$ cat src/rtl/cpu_pkg.sv
// Shared fetch-side types: reset PC default and the buffered fetch entry.
package cpu_pkg;

  localparam logic [31:0] RESET_PC_DEFAULT = 32'h0000_3000;

  typedef struct packed {
    logic [31:0] instr;
    logic [31:0] pc;
  } fetch_entry_t;

endpackage

$ cat src/rtl/fetch_fifo.sv
// Synchronous FIFO with flush; the head is read directly from the storage registers,
// so the outputs never depend combinationally on push/pop.
module fetch_fifo #(
  parameter int DEPTH = 2,
  parameter int WIDTH = 32
) (
  input  logic                     clk,
  input  logic                     reset_n,
  input  logic                     push_i,
  input  logic [WIDTH-1:0]         push_dat_i,
  input  logic                     pop_i,
  input  logic                     flush_i,
  output logic [WIDTH-1:0]         head_o,
  output logic                     full_o,
  output logic                     empty_o,
  output logic [$clog2(DEPTH):0]   count_o
);

  localparam int AW = $clog2(DEPTH);
  localparam int CW = AW + 1;
  localparam logic [CW-1:0] FULL_CNT = CW'(DEPTH);

  logic [WIDTH-1:0] mem_q [DEPTH];
  logic [AW-1:0]    wr_ptr_q;
  logic [AW-1:0]    rd_ptr_q;
  logic [CW-1:0]    count_q;
  logic             do_push;
  logic             do_pop;

  assign full_o  = (count_q == FULL_CNT);
  assign empty_o = (count_q == '0);
  assign count_o = count_q;
  assign head_o  = mem_q[rd_ptr_q];

  // Flush wins over everything; a pop in the flush cycle has already been taken by the consumer.
  assign do_pop  = pop_i & ~empty_o & ~flush_i;
  assign do_push = push_i & ~flush_i & (~full_o | do_pop);

  always_ff @(posedge clk or negedge reset_n) begin
    if (!reset_n) begin
      for (int i = 0; i < DEPTH; i++) mem_q[i] <= '0;
      wr_ptr_q <= '0;
      rd_ptr_q <= '0;
      count_q  <= '0;
    end else if (flush_i) begin
      wr_ptr_q <= '0;
      rd_ptr_q <= '0;
      count_q  <= '0;
    end else begin
      if (do_push) begin
        mem_q[wr_ptr_q] <= push_dat_i;
        wr_ptr_q        <= wr_ptr_q + AW'(1);
      end
      if (do_pop) rd_ptr_q <= rd_ptr_q + AW'(1);
      count_q <= count_q + CW'(do_push) - CW'(do_pop);
    end
  end

endmodule

$ cat src/rtl/fetch_unit.sv
// Instruction fetch: owns the fetch PC, issues word reads, tracks in-flight PCs,
// buffers responses for decode and discards stale work after a redirect.
module fetch_unit
  import cpu_pkg::*;
#(
  parameter logic [31:0] RESET_PC = RESET_PC_DEFAULT,
  parameter int          QDEPTH   = 2
) (
  input  logic        clk,
  input  logic        reset_n,
  input  logic        redirect_i,
  input  logic [31:0] redirect_pc_i,
  output logic        imem_req_o,
  output logic [31:0] imem_addr_o,
  input  logic        imem_gnt_i,
  input  logic        imem_rvalid_i,
  input  logic [31:0] imem_rdata_i,
  output logic        instr_valid_o,
  output logic [31:0] instr_o,
  output logic [31:0] instr_pc_o,
  output logic [31:0] pc_4_o,
  input  logic        instr_ready_i
);

  localparam int CW = $clog2(QDEPTH) + 1;
  localparam int LW = CW + 1;

  logic [31:0]   fpc_q, fpc_d;
  logic [CW-1:0] inflight_q, inflight_d;
  logic [CW-1:0] drop_q, drop_d;

  logic          grant, pop, accept;
  logic [LW-1:0] load;

  logic          pcl_push, pcl_full, pcl_empty;
  logic [31:0]   pcl_head;
  logic [CW-1:0] pcl_count;

  logic          q_full, q_empty;
  logic [CW-1:0] q_count;
  fetch_entry_t  q_push_dat, q_head;

  logic          fifo_flags_unused;

  assign pop    = instr_valid_o & instr_ready_i;
  assign grant  = imem_req_o & imem_gnt_i;
  // A head leaving this cycle frees its slot now, which keeps back-to-back fetch at one per cycle.
  assign load   = LW'(inflight_q) + LW'(q_count) - LW'(pop);
  assign imem_req_o  = reset_n & (load < LW'(QDEPTH));
  assign imem_addr_o = fpc_q;

  assign accept   = imem_rvalid_i & ~redirect_i & (drop_q == '0);
  assign pcl_push = grant & ~redirect_i;

  assign q_push_dat.instr = imem_rdata_i;
  assign q_push_dat.pc    = pcl_head;

  assign fifo_flags_unused = ^{pcl_full, pcl_empty, pcl_count, q_full};

  fetch_fifo #(.DEPTH(QDEPTH), .WIDTH(32)) u_pc_list (
    .clk        (clk),
    .reset_n    (reset_n),
    .push_i     (pcl_push),
    .push_dat_i (fpc_q),
    .pop_i      (accept),
    .flush_i    (redirect_i),
    .head_o     (pcl_head),
    .full_o     (pcl_full),
    .empty_o    (pcl_empty),
    .count_o    (pcl_count)
  );

  fetch_fifo #(.DEPTH(QDEPTH), .WIDTH($bits(fetch_entry_t))) u_instr_q (
    .clk        (clk),
    .reset_n    (reset_n),
    .push_i     (accept),
    .push_dat_i (q_push_dat),
    .pop_i      (pop),
    .flush_i    (redirect_i),
    .head_o     (q_head),
    .full_o     (q_full),
    .empty_o    (q_empty),
    .count_o    (q_count)
  );

  assign instr_valid_o = ~q_empty;
  assign instr_o       = q_head.instr;
  assign instr_pc_o    = q_head.pc;
  assign pc_4_o        = q_head.pc + 32'd4;

  always_comb begin
    fpc_d      = fpc_q;
    inflight_d = inflight_q + CW'(grant) - CW'(imem_rvalid_i);
    drop_d     = drop_q;
    if (redirect_i) begin
      fpc_d  = {redirect_pc_i[31:2], 2'b00};
      // Every request still outstanding after this cycle belongs to the old path.
      drop_d = inflight_d;
    end else begin
      if (grant) fpc_d = fpc_q + 32'd4;
      if (imem_rvalid_i && drop_q != '0) drop_d = drop_q - CW'(1);
    end
  end

  always_ff @(posedge clk or negedge reset_n) begin
    if (!reset_n) begin
      fpc_q      <= RESET_PC;
      inflight_q <= '0;
      drop_q     <= '0;
    end else begin
      fpc_q      <= fpc_d;
      inflight_q <= inflight_d;
      drop_q     <= drop_d;
    end
  end

endmodule

$ cat config.mk
export PLATFORM = sky130hd
export DESIGN_NAME = fetch_unit
export DESIGN_NICKNAME = d
export VERILOG_FILES = /design/src/rtl/cpu_pkg.sv /design/src/rtl/fetch_fifo.sv /design/src/rtl/fetch_unit.sv
export SDC_FILE = /design/constraint.sdc
export NUM_CORES = 1
export LEC_CHECK = 0
export ABC_AREA = 1
export ABC_CLOCK_PERIOD_IN_PS = 3830
export CAP_MARGIN = 0
export CELL_PAD_IN_SITES_DETAIL_PLACEMENT = 1
export CELL_PAD_IN_SITES_GLOBAL_PLACEMENT = 1
export CORE_AREA = 2 2 185 187
export DETAILED_ROUTE_END_ITERATION = 8
export DIE_AREA = 0 0 187 189
export PLACE_DENSITY_LB_ADDON = 0.1
export SETUP_SLACK_MARGIN = 0.02
export SYNTH_ARGS = -nofsm -noshare
export SYNTH_HDL_FRONTEND = slang
export SYNTH_HIERARCHICAL = 1
export SYNTH_SLANG_ARGS = --single-unit
$ cat constraint.sdc
create_clock -name clk -period 3.83 [get_ports clk]
set_input_delay 1.149 -clock clk [delete_from_list [all_inputs] [get_ports clk]]
set_output_delay 1.149 -clock clk [all_outputs]
set_load 0.1 [all_outputs]
==> results.ini, run 1 <==
[status]
status=finished, violations left
violations=setup timing

[layout]
antennaDiodeCount=0
multi_input_area_um2=7340
ff_latch_area_um2=5860
finalNonFillerCells=2497
fin_util_pct=55.8
final_nets=2111
finalInstanceArea_um2=18600
fillerInstances=3982
syn2layout_area_growth_pct=40.9
drive_above_1_share_pct=21.9

[grt]
grt_pass1_vias=13600
grt.total_usage_pct=24.8
antenna_found_initial=1
grt_max_degree=124
grt_overflow=0
grt_pass1_wl_um=72000

[placement]
io_buffers=195
gp_congestion=0.878
post-place-cells=2396
dpl_cell_area_um2=16800
hpwl_um=28700
place_ws_ps=-564

[detailed_routing]
routed-wl-met2_um=23500
dr.pass1.iters=4
drt.antenna.violating_nets=0
wl_met1_um=20100
wl_per_cell_um=18.5
drt-initial-drc-count=566
viasPerCell=5.27
finalWirelength_um=46200
drcViolationCount=0
routed-via-count=13200
topRoutingLayerUsed=met4
wl_met3_um=1710

[die]
die_w_um=187
io_pins=200
core_um2=33300
start_util_pct=39.6
num_rows=67
die_area_um2=35300
die-height_um=189

[flow_run]
cap_violations=0

[clock_tree]
clk_path_buf_depth=3
clk_pin_slew_ps=60
cts_buffers=28
ctsHoldBuffers=0
cts_root_buf=clkbuf_16
htree_levels=1
clock-sinks=234
clock_latency_ps=540
cts_tree=yes

[worst_setup_path]
start_kind=flop
cp_slowest_cell=dfrtp_4
path_cells=inv_8, buf_6, buf_16, nand2_2, nand2_4, inv_2, nor3_4, nand4_1, buf_4, xnor2_4, buf_12
critPathArrivalTime_ps=2780
worstSetupPathType=reg -> out
endpoint_kind=primary output
crit_buf_inv=6
critPathMaxStageDelay_ps=520
critPathTopFamily=buffers and inverters
cp_max_fo=7
required_ps=2680

[sta]
finalHoldViolCount=0
period_needed_ps=3930
fin_skew_ps=14.6
setup_viol=12
final.setup.tns_ps=-368
timing.fmax_mhz=255
fin_hold_ws_ps=427
tightestPinTransition_ps=907
fin_crit_sh_pct=103
report.final.slew_viol_count=0
worst_slack_ps=-97.4
slew-limit-headroom_pct=39.5
rsz0062_at_grt=yes

[synth]
yosysWarningCount=6
synthCells=1820
syn_avg_cell_area_um2=7.24
synth_area_um2=13200

[pwr]
p_seq_share_pct=25.1
switching_share_pct=50.6
clkPwrFrac_pct=18.1
power_switching_mw=7.46
p_leak_nw=9.35
vdd_drop_max_uv=557
p_int_mw=7.29
totalPowerFinal_mw=14.8
power_density_nw_per_um2=795
combPwrFrac_pct=56.8

[min_path]
hold_path.class=in -> async

-- sequential cells by signal, summed over array words and instances, names as in the netlist --
name                cells
u_instr_q/count_o       2
u_instr_q/rd_ptr_q      1
u_pc_list/count_o       2
u_pc_list/mem_q        64
u_pc_list/rd_ptr_q      1
u_instr_q/mem_q       128
drop_q                  2
u_pc_list/wr_ptr_q      1
u_instr_q/wr_ptr_q      1
imem_addr_o            30
inflight_q              2
-- final timing paths --
path                                 startpoint              endpoint  slack, ps  depth (start not counted)
min in group clk            u_instr_q/mem_q[91]   u_instr_q/mem_q[91]        470                          2
max in group asynchronous               reset_n       imem_addr_o[17]       1750                          3
setup / recovery             u_instr_q/rd_ptr_q            pc_4_o[20]       -100                         11
hold reg to reg             u_instr_q/mem_q[91]   u_instr_q/mem_q[91]        470                          2
hold / removal                          reset_n        imem_addr_o[5]        430                          1
setup reg to reg           u_instr_q/count_o[1]  u_pc_list/count_o[1]        720                         20
-- routing by layer --
metal / up-vias / GRT usage (%)
met2: 298 / 44.2
li1: 6244 / -
met5: - / 0
met4: 0 / 4.79
met1: 6536 / 32.9
met3: 72 / 2.72
-- power groups by stage --
stage | Clock, mW | Sequential (mW) | Combinational [mW]
2_1_floorplan | 0 | 3.98 | 5.17
3_3_place_gp | 0 | 3.68 | 7.89
3_5_place_dp | 0 | 3.71 | 8.04
4_1_cts | 2.74 | 3.68 | 8.20
5_1_grt | 2.83 | 3.79 | 8.80
6_report | 2.67 | 3.70 | 8.39
-- worst register-to-register path, cell delays in order (launching register included) --
cell     delay, ps
dfrtp_1        470
nor2_4         190
nor2_4          70
ha_4           200
inv_1           40
nand2_1         50
fa_1           480
inv_1           50
a21oi_2        110
buf_4          130
nand4_4        120
nor2_4         160
inv_4           40
nor2_4         160
nand2_4         80
ha_4           250
inv_1           50
ha_4           160
nand3_1         90
nand2_1         60
nor2_1          80
-- layout by cell type (no fill, tap or decap), drive strengths merged, types with 2 or more instances in the layout --
master,n
xor2,28
nand4,198
inv,97
nand3b,5
clkbuf,44
ha,11
dfstp,2
bufinv,3
clkdlybuf4s50,64
buf,227
nor3,13
o21ai,5
xnor2,7
conb,6
nor2,90
o21bai,2
nand2,908
nand3,89
clkinvlp,3
dfrtp,232
a21oi,3
clkinv,5
o211ai,4
-- repair_timing --
item,in CTS,in global routing
pin swaps,36,41
endpoints found under the setup margin,24,22
gates resized for setup,67,54
cloned,2,1
setup buffers,29,20
-- layout make-up --
class                   instances  area share (%)
multi-input cells            1372            39.5
flip-flops and latches        234            31.6
inverters                     101            2.20
repair buffers                292            18.6
clock buffers                  43            4.35
clock inverters                 7           0.654
well taps                     448            3.02
Power figures use the tool's default switching activity.
==> run 2, diff against run 1 <==
--- a/config.mk
+++ b/config.mk
@@ -14,7 +14,9 @@
 export DETAILED_ROUTE_END_ITERATION = 8
 export DIE_AREA = 0 0 187 189
 export PLACE_DENSITY_LB_ADDON = 0.1
+export RECOVER_POWER = 50
 export SETUP_SLACK_MARGIN = 0.02
+export SKIP_LAST_GASP = 1
 export SYNTH_ARGS = -nofsm -noshare
 export SYNTH_HDL_FRONTEND = slang
 export SYNTH_HIERARCHICAL = 1
==> run 2 against run 1 <==
  * The flow still finishes with violations (setup timing)
  * Wire length barely moved
  * Hold slack better by 40 ps
  * Clock-buffer cell count stayed put
  * Via count shrank 0.28%
  * Core utilization decreased by 0.36 points
  * Final area is 0.64% lower
  * Global-route usage did not move
  * Clock power hardly changed
  * Maximum frequency about the same
  * Register-to-register slack worse by 50 ps
==> results.ini, run 2 (same netlist as run 1, synthesis figures left out) <==
[sta]
finalHoldViolCount=0
fin_skew_ps=14.8
rsz0062_at_grt=yes
worst_slack_ps=-99.9
period_needed_ps=3930
fin_crit_sh_pct=103
report.final.slew_viol_count=0
timing.fmax_mhz=254
setup_viol=10
slew-limit-headroom_pct=5.31
tightestPinTransition_ps=1420

[pwr]
vdd_drop_max_uv=557
combPwrFrac_pct=56.7
p_seq_share_pct=25.1
p_int_mw=7.25
power_switching_mw=7.46
clkPwrFrac_pct=18.1
switching_share_pct=50.7
totalPowerFinal_mw=14.7
p_leak_nw=9.26
power_density_nw_per_um2=798

[worst_setup_path]
cp_max_fo=7
path_cells=inv_8, buf_6, buf_16, nand2_2, nand2_4, inv_2, nor3_4, nand4_1, buf_4, xnor2_4, buf_12
cp_slowest_cell=dfrtp_4
critPathTopFamily=buffers and inverters
critPathMaxStageDelay_ps=520
start_kind=flop
worstSetupPathType=reg -> out
critPathArrivalTime_ps=2780
required_ps=2680
crit_buf_inv=6
endpoint_kind=primary output

[die]
num_rows=67
die-height_um=189
core_um2=33300
start_util_pct=39.6
io_pins=200
die_w_um=187
die_area_um2=35300

[detailed_routing]
drcViolationCount=0
topRoutingLayerUsed=met4
wl_met3_um=1690
routed-via-count=13100
drt.antenna.violating_nets=0
routed-wl-met2_um=23400
finalWirelength_um=46200
wl_met1_um=20200
wl_per_cell_um=18.5
viasPerCell=5.25
dr.pass1.iters=5
drt-initial-drc-count=568

[layout]
finalInstanceArea_um2=18400
regMostFlops=u_instr_q/mem_q
final_cell_mix=nand2_1, dfrtp_1, nand4_1
syn2layout_area_growth_pct=40.0
drive_above_1_share_pct=20.6
largest_reg_flops=128
layout_commonest_cell=nand2_1
final_nets=2111
antennaDiodeCount=0

[flow_run]
cap_violations=0

[clock_tree]
clk_pin_slew_ps=60
cts_tree=yes
clock_latency_ps=540
clk_path_buf_depth=3
htree_levels=1
cts_buffers=28
clock-sinks=234
ctsHoldBuffers=0
cts_root_buf=clkbuf_16

[placement]
gp_congestion=0.878
hpwl_um=28700
place_ws_ps=-564
dpl_cell_area_um2=16800
io_buffers=195

[grt]
antenna_found_initial=0
grt_overflow=0
grt_max_degree=124
grt_pass1_vias=13600
grt.total_usage_pct=24.8
grt_pass1_wl_um=72000

[status]
status=finished, violations left
violations=setup timing

[min_path]
hold_path.class=reg -> reg

-- run 2: worst register-to-register path, stage by stage, from the launching register on --
cell and delay, ps:
dfrtp_1 470, nor2_4 190, nor2_4 70, ha_4 200
inv_1 40, nand2_1 50, fa_1 480, inv_1 50
a21oi_2 110, buf_4 130, nand4_4 120, nor2_4 210
inv_4 40, nor2_4 160, nand2_4 80, ha_4 250
inv_1 50, ha_4 160, nand3_1 90, nand2_1 60
nor2_1 80
-- run 2: final timing paths --
kind                       cells after the start              endpoint  slack (ps)            startpoint
setup / recovery                              11            pc_4_o[20]        -100    u_instr_q/rd_ptr_q
hold / removal                                 2   u_instr_q/mem_q[91]         470   u_instr_q/mem_q[91]
setup reg to reg                              20  u_pc_list/count_o[1]         670  u_instr_q/count_o[1]
hold reg to reg                                2   u_instr_q/mem_q[91]         470   u_instr_q/mem_q[91]
max in group asynchronous                      3    u_instr_q/rd_ptr_q         790               reset_n
min in group asynchronous                      1        imem_addr_o[5]         760               reset_n
-- run 2: area by class of cell --
type | count | area, µm²
clock buffer | 43 | 807
clock inverter | 7 | 121
fill | 3998 | 14800
inverter | 101 | 408
multi-input combinational | 1372 | 7330
sequential | 234 | 5860
tap | 448 | 561
timing repair buffer | 292 | 3350
-- run 2: stage by stage --
step	instances	TNS [ps]	hold slack, ps	utilization, %
floorplan	1825	-123	442	-
detailed placement	2396	-28750	458	50.4
finish	2497	-328	467	55.4
global route	2497	-1860	490	55.4
global placement	2396	-24470	453	50.4
CTS	2477	-10.3	408	54.6
-- run 2: per-layer routing --
metal  up-vias  track usage, %
met5         -               0
met3        69            2.72
met2       297            44.2
met1      6505            32.9
li1       6242               -
met4         0            4.79
-- run 2: power by group through the flow --
stage,clock network (mW),registers (mW),logic (mW)
finish,2.67,3.70,8.34
floorplan,0,3.98,5.17
global placement,0,3.68,7.89
detailed placement,0,3.71,8.04
global route,2.83,3.79,8.75
CTS,2.74,3.68,8.20
-- run 2: what timing repair did --
action                     in CTS  in global routing
pin swaps                      36                 41
gates resized for setup        66                 55
cloned                          2                  1
setup endpoints to repair      24                 22
setup buffers                  29                 20
==> run 3, diff against run 2 <==
--- a/config.mk
+++ b/config.mk
@@ -6,13 +6,13 @@
 export NUM_CORES = 1
 export LEC_CHECK = 0
 export ABC_AREA = 1
-export ABC_CLOCK_PERIOD_IN_PS = 3830
+export ABC_CLOCK_PERIOD_IN_PS = 3300
 export CAP_MARGIN = 0
 export CELL_PAD_IN_SITES_DETAIL_PLACEMENT = 1
 export CELL_PAD_IN_SITES_GLOBAL_PLACEMENT = 1
-export CORE_AREA = 2 2 185 187
+export CORE_AREA = 2 2 195 197
 export DETAILED_ROUTE_END_ITERATION = 8
-export DIE_AREA = 0 0 187 189
+export DIE_AREA = 0 0 197 199
 export PLACE_DENSITY_LB_ADDON = 0.1
 export RECOVER_POWER = 50
 export SETUP_SLACK_MARGIN = 0.02
==> constraint.sdc (replaced) <==
create_clock -name clk -period 3.3 [get_ports clk]
set_input_delay 0.99 -clock clk [delete_from_list [all_inputs] [get_ports clk]]
set_output_delay 0.99 -clock clk [all_outputs]
set_load 0.1 [all_outputs]
==> run 3 against run 2 <==
  * The run ends with capacitance limit, slew limit, setup timing left
  * Register-to-register slack got worse by 510 ps
  * Core utilization fell by 2.6 points
  * Cell count rose by 2.0%
  * Combinational power rose by 25%
  * Hold slack improved by 0.86 ps
  * Worst setup slack got worse by 330 ps
  * Sequential power rose by 16%
  * Sequential share of layout area fell by 1.9 points
  * Via count fell by 0.68%
  * Critical path depth rose by 1
  * Critical path type unchanged
  * Highest routed layer unchanged
==> results.ini, run 3 (same netlist as run 1, synthesis figures left out) <==
[detailed_routing]
viasPerCell=5.11
drt.antenna.violating_nets=0
finalWirelength_um=45800
routed-via-count=13000
dr.pass1.iters=5
drt-initial-drc-count=511
wl_per_cell_um=18.0
drcViolationCount=0

[layout]
layout_commonest_cell=nand2_1
final_nets=2134
largest_reg_flops=128
regMostFlops=u_instr_q/mem_q
multi_input_area_um2=7700
syn2layout_area_growth_pct=48.9
ff_latch_area_um2=5860
antennaDiodeCount=0
final_cell_mix=nand2_1, dfrtp_1, nand4_1
finalNonFillerCells=2548
fillerInstances=4311
fin_util_pct=52.8
drive_above_1_share_pct=24.1

[sta]
period_needed_ps=3730
report.final.slew_viol_count=236
rsz0062_at_grt=yes
timing.fmax_mhz=268
worst_slack_ps=-427
setup_viol=28
slew-limit-headroom_pct=-62.1
tightestPinTransition_ps=2430
finalHoldViolCount=0
final.setup.tns_ps=-9220
fin_skew_ps=31.5
fin_crit_sh_pct=113
fin_hold_ws_ps=468

[die]
die_area_um2=39200
io_pins=200
die_w_um=197
die-height_um=199
num_rows=71
core_um2=37100
start_util_pct=35.5

[pwr]
power_switching_mw=8.87
combPwrFrac_pct=57.6
p_seq_share_pct=23.9
p_leak_nw=9.69
power_density_nw_per_um2=919
p_int_mw=9.16
vdd_drop_max_uv=469
clkPwrFrac_pct=18.5
switching_share_pct=49.2

[worst_setup_path]
start_kind=flop
cp_slowest_cell=dfrtp_2
path_cells=clkinv_4, buf_6, buf_12, nand2_8, nand2_8, ha_4, nand3_4, nor2_4, nand4_1, buf_4, xnor2_4, buf_12
critPathArrivalTime_ps=2740
endpoint_kind=primary output
worstSetupPathType=reg -> out
required_ps=2310
cp_max_fo=7
critPathMaxStageDelay_ps=490

[grt]
grt_pass1_wl_um=73200
antenna_found_initial=0
grt_overflow=0
gr-usage-met1_pct=31.5
met3_usage_pct=2.37
grt_pass1_vias=13500
grt.busiest_layer=met2
grt_max_degree=172
use_met2_pct=40.6
grt.total_usage_pct=23.2

[status]
status=finished, violations left
violations=capacitance limit, slew limit, setup timing

[min_path]
hold_path.class=reg -> reg

[clock_tree]
cts_tree=yes
cts_buffers=28
htree_levels=1
ctsHoldBuffers=0
clk_pin_slew_ps=60
cts_root_buf=clkbuf_16
clock_latency_ps=550
clk_path_buf_depth=3
clock-sinks=234

[placement]
io_buffers=195
post-place-cells=2447
gp_congestion=0.865
place_ws_ps=-849
hpwl_um=29500

[flow_run]
cap_violations=2

run 3: final timing paths:
path | start | end | slack, ps | cells after the start
worst max-delay path | u_instr_q/rd_ptr_q | pc_4_o[20] | -430 | 12
worst min-delay path | u_pc_list/mem_q[15] | u_pc_list/mem_q[15] | 470 | 2
worst max register to register | u_instr_q/count_o[0] | u_pc_list/count_o[1] | 160 | 21
worst min register to register | u_pc_list/mem_q[15] | u_pc_list/mem_q[15] | 470 | 2
max in group asynchronous | reset_n | u_instr_q/rd_ptr_q | 210 | 2
min in group asynchronous | reset_n | u_instr_q/count_o[0] | 1130 | 2
run 3: power groups by stage:
stage          registers (mW)  clock network, mW  logic (mW)
4_1_cts                  4.30               3.41        10.3
6_report                 4.31               3.33        10.4
3_5_place_dp             4.32                  0        10.1
5_1_grt                  4.42               3.54        10.9
2_1_floorplan            4.63                  0        6.25
3_3_place_gp             4.29                  0        9.97
run 3: timing repair:
item / CTS / global route
setup endpoints to repair: 99 / 99
buffers inserted: 33 / 20
gates cloned: 3 / 1
pin swaps: 44 / 34
endpoints found under the hold margin: 0 / 0
resized for setup: 73 / 42
run 3: worst max-delay path, delay by kind of cell, from the launching register on:
family	cells	cell delay (ps)
flops	1	490
buf+inv	5	750
xor+xnor	1	140
simple gates	5	610
fa+ha+maj	1	150
run 3: metrics by stage:
step / instance area [µm²] / total power, mW
3_3_place_gp: 17700 / 14.3
4_1_cts: 19300 / 18.0
6_report: 19600 / 18.0
3_5_place_dp: 17700 / 14.4
2_1_floorplan: 14300 / 10.9
5_1_grt: 19600 / 18.9
run 3: area by class of cell:
class | count | share of cell area [%]
multi-input cells | 1372 | 39.3
inverters | 101 | 2.11
clock buffers | 38 | 4.02
well taps | 474 | 3.02
clock inverters | 14 | 1.11
repair buffers | 315 | 20.6
flip-flops and latches | 234 | 29.9
run 3: routing by layer:
metal | share of wire [%] | up-vias
li1 | - | 6303
met1 | 45 | 6431
met2 | 50 | 250
met3 | 3.7 | 40
met4 | 1.5 | 0
met5 | 0 | -
